## src/rtl/param_regfile_pkg.sv

```systemverilog
// Shared constants and types for the parameter register file controller.
package param_regfile_pkg;

  localparam logic [3:0] OP_LD = 4'd0;
  localparam logic [3:0] OP_ST = 4'd1;
  localparam logic [3:0] OP_MI = 4'd2;
  localparam logic [3:0] OP_MR = 4'd3;

  localparam int FLAG_CY = 1;
  localparam int FLAG_Z  = 0;

  localparam logic [1:0] DBG_RD = 2'b10;
  localparam logic [1:0] DBG_WR = 2'b01;

  typedef enum logic {
    S_IDLE = 1'b0,
    S_MEM  = 1'b1
  } state_e;

endpackage

```

## src/rtl/regfile_array.sv

```systemverilog
// Register storage: one instruction write port, one debug write port, two async read ports.
module regfile_array #(
  parameter int DW = 8,
  parameter int NREG = 4,
  localparam int RW = $clog2(NREG)
) (
  input  logic          clk,
  input  logic          rst,
  input  logic          iw_en,
  input  logic [RW-1:0] iw_addr,
  input  logic [DW-1:0] iw_data,
  input  logic          dw_en,
  input  logic [RW-1:0] dw_addr,
  input  logic [DW-1:0] dw_data,
  input  logic [RW-1:0] rs_addr,
  output logic [DW-1:0] rs_data,
  input  logic [RW-1:0] dbg_addr,
  output logic [DW-1:0] dbg_data
);

  logic [DW-1:0] regs_q [NREG];
  logic [DW-1:0] regs_d [NREG];

  // Instruction write is applied last so it overrides a debug write to the same register.
  always_comb begin
    regs_d = regs_q;
    if (dw_en) regs_d[dw_addr] = dw_data;
    if (iw_en) regs_d[iw_addr] = iw_data;
  end

  always_ff @(posedge clk or posedge rst) begin
    if (rst) begin
      for (int i = 0; i < NREG; i++) regs_q[i] <= '0;
    end else begin
      regs_q <= regs_d;
    end
  end

  assign rs_data  = regs_q[rs_addr];
  assign dbg_data = regs_q[dbg_addr];

endmodule

```

## src/rtl/param_regfile.sv

```systemverilog
// Instruction-driven parameter register file with a single-outstanding memory port
// and an always-available debug read/write port.
module param_regfile
  import param_regfile_pkg::*;
#(
  parameter int DW = 8,
  parameter int NREG = 4,
  parameter int AW = 4,
  parameter int IMMW = 2,
  localparam int RW = $clog2(NREG)
) (
  input  logic            clk,
  input  logic            rst,
  input  logic            in_valid,
  output logic            in_ready,
  input  logic [3:0]      op,
  input  logic [RW-1:0]   rd,
  input  logic [RW-1:0]   rs,
  input  logic [IMMW-1:0] imm,
  input  logic [AW-1:0]   addr,
  input  logic [1:0]      flags_in,
  output logic [1:0]      flags,
  output logic            illegal,
  output logic            mem_req,
  output logic            mem_we,
  output logic [AW-1:0]   mem_addr,
  output logic [DW-1:0]   mem_wdata,
  input  logic            mem_ack,
  input  logic [DW-1:0]   mem_rdata,
  input  logic [1:0]      dbg_rw,
  input  logic [RW-1:0]   dbg_reg,
  input  logic [DW-1:0]   dbg_wdata,
  output logic [DW-1:0]   dbg_rdata,
  output logic            dbg_rvalid
);

  state_e        state_q, state_d;
  logic [1:0]    flags_q, flags_d;
  logic          illegal_q, illegal_d;
  logic          mem_req_q, mem_req_d;
  logic          mem_we_q, mem_we_d;
  logic [AW-1:0] mem_addr_q, mem_addr_d;
  logic [DW-1:0] mem_wdata_q, mem_wdata_d;
  logic [RW-1:0] req_rd_q, req_rd_d;
  logic [DW-1:0] dbg_rdata_q, dbg_rdata_d;
  logic          dbg_rvalid_q, dbg_rvalid_d;

  logic          accept;
  logic          iw_en;
  logic [RW-1:0] iw_addr;
  logic [DW-1:0] iw_data;
  logic [DW-1:0] rs_data;
  logic [DW-1:0] dbg_data;
  logic [DW-1:0] imm_ext;

  assign imm_ext = DW'($signed(imm));
  assign accept  = in_valid & in_ready;

  regfile_array #(
    .DW   (DW),
    .NREG (NREG)
  ) u_array (
    .clk      (clk),
    .rst      (rst),
    .iw_en    (iw_en),
    .iw_addr  (iw_addr),
    .iw_data  (iw_data),
    .dw_en    (dbg_rw == DBG_WR),
    .dw_addr  (dbg_reg),
    .dw_data  (dbg_wdata),
    .rs_addr  (rs),
    .rs_data  (rs_data),
    .dbg_addr (dbg_reg),
    .dbg_data (dbg_data)
  );

  always_comb begin
    state_d     = state_q;
    flags_d     = flags_q;
    illegal_d   = 1'b0;
    mem_req_d   = mem_req_q;
    mem_we_d    = mem_we_q;
    mem_addr_d  = mem_addr_q;
    mem_wdata_d = mem_wdata_q;
    req_rd_d    = req_rd_q;
    iw_en       = 1'b0;
    iw_addr     = rd;
    iw_data     = imm_ext;
    in_ready    = (state_q == S_IDLE);

    case (state_q)
      S_IDLE: begin
        if (accept) begin
          flags_d = flags_in;
          case (op)
            OP_LD, OP_ST: begin
              state_d     = S_MEM;
              mem_req_d   = 1'b1;
              mem_we_d    = (op == OP_ST);
              mem_addr_d  = addr;
              mem_wdata_d = rs_data;
              req_rd_d    = rd;
            end
            OP_MI: iw_en = 1'b1;
            OP_MR: begin
              iw_en   = 1'b1;
              iw_data = rs_data;
            end
            default: illegal_d = 1'b1;
          endcase
        end
      end
      S_MEM: begin
        // mem_we_q doubles as the captured opcode: clear means a load is outstanding.
        if (mem_ack) begin
          state_d   = S_IDLE;
          mem_req_d = 1'b0;
          if (!mem_we_q) begin
            iw_en   = 1'b1;
            iw_addr = req_rd_q;
            iw_data = mem_rdata;
          end
        end
      end
      default: state_d = S_IDLE;
    endcase
  end

  always_comb begin
    dbg_rvalid_d = (dbg_rw == DBG_RD);
    dbg_rdata_d  = dbg_rvalid_d ? dbg_data : dbg_rdata_q;
  end

  always_ff @(posedge clk or posedge rst) begin
    if (rst) begin
      state_q      <= S_IDLE;
      flags_q      <= '0;
      illegal_q    <= 1'b0;
      mem_req_q    <= 1'b0;
      mem_we_q     <= 1'b0;
      mem_addr_q   <= '0;
      mem_wdata_q  <= '0;
      req_rd_q     <= '0;
      dbg_rdata_q  <= '0;
      dbg_rvalid_q <= 1'b0;
    end else begin
      state_q      <= state_d;
      flags_q      <= flags_d;
      illegal_q    <= illegal_d;
      mem_req_q    <= mem_req_d;
      mem_we_q     <= mem_we_d;
      mem_addr_q   <= mem_addr_d;
      mem_wdata_q  <= mem_wdata_d;
      req_rd_q     <= req_rd_d;
      dbg_rdata_q  <= dbg_rdata_d;
      dbg_rvalid_q <= dbg_rvalid_d;
    end
  end

  assign flags      = flags_q;
  assign illegal    = illegal_q;
  assign mem_req    = mem_req_q;
  assign mem_we     = mem_we_q;
  assign mem_addr   = mem_addr_q;
  assign mem_wdata  = mem_wdata_q;
  assign dbg_rdata  = dbg_rdata_q;
  assign dbg_rvalid = dbg_rvalid_q;

endmodule

```

## config.mk

```make
export PLATFORM = sky130hd
export DESIGN_NAME = param_regfile
export DESIGN_NICKNAME = d
export VERILOG_FILES = /design/src/rtl/param_regfile_pkg.sv /design/src/rtl/regfile_array.sv /design/src/rtl/param_regfile.sv
export SDC_FILE = /design/constraint.sdc
export NUM_CORES = 1
export LEC_CHECK = 0
export BUFFER_PORTS_ARGS = -buffer_cell sky130_fd_sc_hd__buf_2
export CAP_MARGIN = 30
export CORE_MARGIN = 5
export CORE_UTILIZATION = 50
export DETAILED_ROUTE_END_ITERATION = 6
export PLACE_DENSITY = 0.76
export SLEW_MARGIN = 20
export SYNTH_ARGS = -nofsm -noshare
export SYNTH_HDL_FRONTEND = slang
export SYNTH_HIERARCHICAL = 1
export SYNTH_SLANG_ARGS = --single-unit
```

## constraint.sdc

```tcl
create_clock -name clk -period 2.03 [get_ports clk]
set_input_delay 0.203 -clock clk [delete_from_list [all_inputs] [get_ports clk]]
set_output_delay 0.203 -clock clk [all_outputs]
set_load 0.005 [all_outputs]
```

After elaboration in Yosys (flattened, before gate mapping)
Index checks and enable logic that the tools add are counted.
{ "classes": {"mux": 38, "eq_ne": 8, "reduce_logical": 9, "bitwise": 5, "add_sub_neg": 0, "n_mul": 0, "order_cmp": 5, "div_mod_pow": 0, "shifts": 0} }
{ "ops": {"columns": ["op", "n"], "rows": [
  ["two-way mux 8 bit", 10],
  ["bitwise mux 32 bit", 2],
  ["two-way mux 32 bit", 2],
  ["binary-select mux 8 bit (select 2 bit)", 2],
  ["demux 8 bit (select 2 bit)", 2],
  ["case mux 8 bit (2 select lines)", 1],
  ["two-way mux 1 bit", 13],
  [">= comparator 3 bit (second input constant)", 3],
  ["NOT 2 -> 3 bit", 3],
  ["== test 4 x 2 -> 1 bit (second input constant)", 2],
  ["less-than comparator 3 x 1 -> 1 bit (second input constant)", 2],
  ["two-way mux 2 bit", 3],
  ["case mux 1 bit (2 select lines)", 3],
  ["AND reduction 3 bit", 2],
  ["== test 4 x 1 -> 1 bit (second input constant)", 1],
  ["zero test 4 bit", 1],
  ["inequality test 2 x 1 -> 1 bit (second input constant)", 2],
  ["OR reduction 2 bit", 2],
  ["OR reduction 4 bit", 1],
  ["== test 2 x 1 -> 1 bit (second input constant)", 1],
  ["== test 2 bit (second input constant)", 1],
  ["logical AND 1 bit", 2],
  ["inequality test 2 bit (second input constant)", 1],
  ["AND reduction 2 bit", 1],
  ["other kinds (2)", 2]
]} }
{ "totals": {"inputBits": 40, "memories": 0, "mem_bits_rw": 0, "ff_bits": 61, "rom_bits": 0, "latch_bits": 0, "out_inout_bits": 27, "elab_cells": 79} }

Longest topological paths before layout
{ "depth": {"ltp_word": 10, "depth_mapped": 9, "mapped_depth_nobuf": 6} }

By module
The synthesis kept the hierarchy.
{ "modules_own_cells": {"columns": ["module", "area_each_um2", "n_inst", "cells_each", "seq_area_each_um2"], "rows": [
  ["regfile_array", 1903.1, 1, 205, 800.8],
  ["param_regfile", 1433.9, 1, 106, 725.7]
]} }

Least setup slack after synthesis
No wires, ideal clock.
{ "synth_timing": {"path_type": "reg-to-reg", "from": "register mem_we_q, in the netlist mem_we", "to": "register u_array/regs_q[24] (netlist bit)", "synth_period_minus_slack_ns": 2.034, "arrival_ns": 1.906, "n_path_buf": 3, "required_ns": 1.903, "path_stages_with_launch": 10, "setup_time_ns": 0.127, "slack_ns": -0.004, "cell_sequence": "dfrtp_1 nor2b_1 buf_2 nand2_1 mux2_2 or3b_1 buf_2 buf_6 nor2_1 a31oi_2"} }
{ "synth_lines": {"columns": ["item", "line", "source"], "rows": [
  ["from (decl)", "param_regfile.sv:41", "logic mem_we_q, mem_we_d;"],
  ["from (signal assigned)", "param_regfile.sv:151", "mem_we_q <= mem_we_d;"],
  ["to (signal assigned)", "regfile_array.sv:35", "regs_q <= regs_d;"],
  ["to (decl)", "regfile_array.sv:21", "logic [DW-1:0] regs_q [NREG];"]
]} }

==> summary.txt <==
Run status
  • Status: finished with violations
  • Violated checks: DRC

Routing
  • Count of nets left with antenna violations after detail routing: 0
  • Number of design rule violations left after detail routing: 9
  • Final wirelength: 8700 um
  • First-pass iteration count of the detailed router: 7
  • Violation count after the first detailed-route iteration: 182
  • Count of vias placed by the detailed router: 2793
  • DR vias/cell: 5.94
  • Routed wire per std cell: 18.5 um

Clock network
  • Cell at the root of the clock tree: clkbuf_8
  • Post-CTS Setup Bufs: 0
  • CTS clk-pin slew, worst paths: 0.07 ns
  • Total CTS buffers: 9
  • Clock Sinks: 61
  • Worst-Skew Late Latency: 0.35 ns
  • H-tree depth: 3
  • CTS tree: built
  • Max Root-Sink Buffers: 2

Placed design
  • Total half-perimeter wirelength after legalization and detailed placement: 6220 um
  • # port buffers: 66
  • Routability Congestion: 0.836

STA
  • Time the final worst path needs with I/O delays and setup: 1.90 ns
  • RSZ-0062 raised after global routing: false
  • Max-slew violation total from the final report: 0
  • Maximum clock skew at final layout: 0.00782 ns
  • Worst-margin pin slew: 0.475 ns
  • Count of endpoints failing setup in the final report: 0
  • Share of the cycle needed by the critical path after routing: 93.4%
  • Setup_tns: 0 ns
  • Fmax: 528 MHz
  • Worst-case hold slack: 0.0841 ns
  • Worst relative slew slack: 68.2%
  • Final hold viol count: 0

Logic synthesis
  • Nets in the synthesized netlist: 351
  • Yosys warning count: 6
  • Library cells used by synthesis: 33
  • Synth area leader: dfrtp_1
  • Gate count of the mapped netlist: 311
  • Cell area after technology mapping: 0.00334 mm2
  • Area share of the leading cell type in the synthesized netlist: 45.7%
  • Main area contributors after synthesis: dfrtp_1 46%, mux4_2 11%, nand2_1 7.5%
  • Synthesized area divided by synthesized cell count: 10.7 um2
  • Register bit total from synthesis: 61
  • Sequential area share after synthesis: 45.7%

Final layout
  • Final layout net count: 428
  • Most common cell after layout, fill and taps aside: nand2_1
  • Area growth, synth to finish: 20.6%
  • Diode insertion count for antenna repair: 0
  • Commonest cells after routing, fill and taps aside: 67 x nand2_1, 66 x buf_2, 61 x dfrtp_1
  • Count of fill cells added during filler insertion: 533
  • Fraction of final layout cells with drive strength greater than 1: 39.7%

Floorplan
  • Die H: 91.7 um
  • IO Count: 67
  • Area of the core region: 0.00642 mm2
  • Site row count: 29
  • Width of the chip: 91.7 um
  • Starting density of the core: 52.0%
  • Area enclosed by the die boundary: 0.00841 mm2

Flow run
  • Number of max-capacitance violations reported: 0

Power
  • Switching part of the total: 31.1%
  • Cell area power density: 962 mW/mm2
  • Part of the total power dissipated in sequential elements: 46.8%
  • Reported leakage power: 0.00184 uW
  • Relative contribution of the clock network to total power: 24.1%
  • Net switching power: 1210 uW
  • Total Power: 3870 uW
  • Logic pwr share: 29.1%
  • Internal power summed over all cells: 2670 uW
  • Max IR drop VDD: 0.447 mV

Worst hold path
  • Class of the tightest hold or removal check: input port to register

Setup path
  • Endpoint of the worst register-to-register path: u_array/regs_q[24]
  • Reg-to-reg startpoint: state_q
  • Worst Setup Path Type: register to register
  • Critical path origin: state_q
  • Crit path launch type: register
  • Critical path capture point: u_array/regs_q[24]
  • Worst reg2reg path depth: 5
  • CP Data Arrival Time: 2.17 ns
  • Crit path max fanout: 4
  • CP Capture Type: register
  • Worst-case register-to-register setup slack: 0.13 ns
  • Critical Path RT: 2.30 ns

GRT
  • Global-route congestion overflow total: 0
  • Via count of the first global-routing pass: 2772
  • Maximum number of pins on one net before global-route repair: 33
  • Total routing usage reported by global routing: 21.7%
  • Antenna violations before repair: 0
  • First-pass GRT wire length: 14200 um
timing repair:
item                                   4_1_cts  5_1_grt
setup endpoints to repair                    0        7
endpoints found under the hold margin       35        0
hold buffers                                 1        0
resized for setup                            0        5
metal layers:
layer | share of wire (%) | global-route usage [%]
met1 | 40 | 27.3
met2 | 47 | 35.7
met3 | 9.6 | 5.56
met4 | 2.6 | 9.65
met5 | 0 | 0
cell usage after synthesis (all sizes together):
cell type	number
a22oi	1
or3b	2
and3b	2
mux2	27
inv	3
or4b	1
a2bb2oi	1
o21ai	2
and2b	1
nand3	3
mux2i	8
dfrtp	61
nor2	33
and3	1
nand3b	4
o21a	2
buf	14
nand4bb	1
nor3b	8
a21o	1
clkbuf	9
nor2b	3
nand2	67
a31oi	32
o22ai	8
mux4	16
worst max-delay path: stages, from the launching register on:
cell	delay, ns
dfrtp_1	0.37
or4b_1	0.61
o21a_1	0.22
a22oi_1	0.36
nor2_1	0.11
a31oi_2	0.14
worst min-delay path by stage:
| stage | from | endpoint | cells past startpoint |
|---|---|---|---|
| 6_report | addr[2] | mem_addr[2] | 2 |
| 5_1_grt | flags_in[1] | flags[1] | 2 |
| 4_1_cts | op[2] | illegal | 2 |
| 3_5_place_dp | rst | dbg_rdata[6] | 2 |
| 3_3_place_gp | rst | dbg_rdata[6] | 2 |
| 2_1_floorplan | rst | dbg_rdata[0] | 1 |
per-stage QoR:
stage | worst slack (ns) | area (um2) | std cells | util (%)
after detailed placement | 0.117 | 3820 | 453 | 59.5
after global routing | 0.0199 | 4020 | 470 | 62.7
final | 0.134 | 4020 | 470 | 62.7
after global placement | 0.169 | 3820 | 453 | 59.5
after CTS | 0.0795 | 4000 | 470 | 62.2
after floorplan | 0.0542 | 3340 | 311 | -
power groups by stage:
stage               combinational, uW  clock, uW  sequential (uW)
finish                           1130        934             1810
CTS                              1120        955             1810
floorplan                         697          0             1790
detailed placement               1120          0             1830
global route                     1230       1000             1860
global placement                 1090          0             1810
sequential cells by signal (all words and copies together), names as in the netlist:
signal          count
u_array/regs_q     32
dbg_rdata           8
mem_wdata           8
mem_addr            4
flags               2
req_rd_q            2
dbg_rvalid          1
illegal             1
mem_req             1
mem_we              1
state_q             1
cell type report:
| type | instances | area (um2) | share of cell area [%] |
|---|---|---|---|
| repair buffers | 89 | 518 | 12.9 |
| flip-flops and latches | 61 | 1530 | 37.9 |
| clock inverters | 6 | 40.0 | 0.995 |
| multi-input cells | 224 | 1700 | 42.4 |
| clock buffers | 10 | 128 | 3.17 |
| inverters | 3 | 11.3 | 0.280 |
| well taps | 77 | 96.3 | 2.39 |
kinds of logic (layout without fill, tap and decap cells):
| family | after synthesis | in the layout | share of synthesized area, % |
|---|---|---|---|
| mux | 51 | 51 | 23.3 |
| compound gates | 47 | 47 | 9.19 |
| buf+inv | 26 | 108 | 4.01 |
| flops | 61 | 61 | 45.7 |
| simple gates | 126 | 126 | 17.7 |
(Power assumes the default switching activity.)
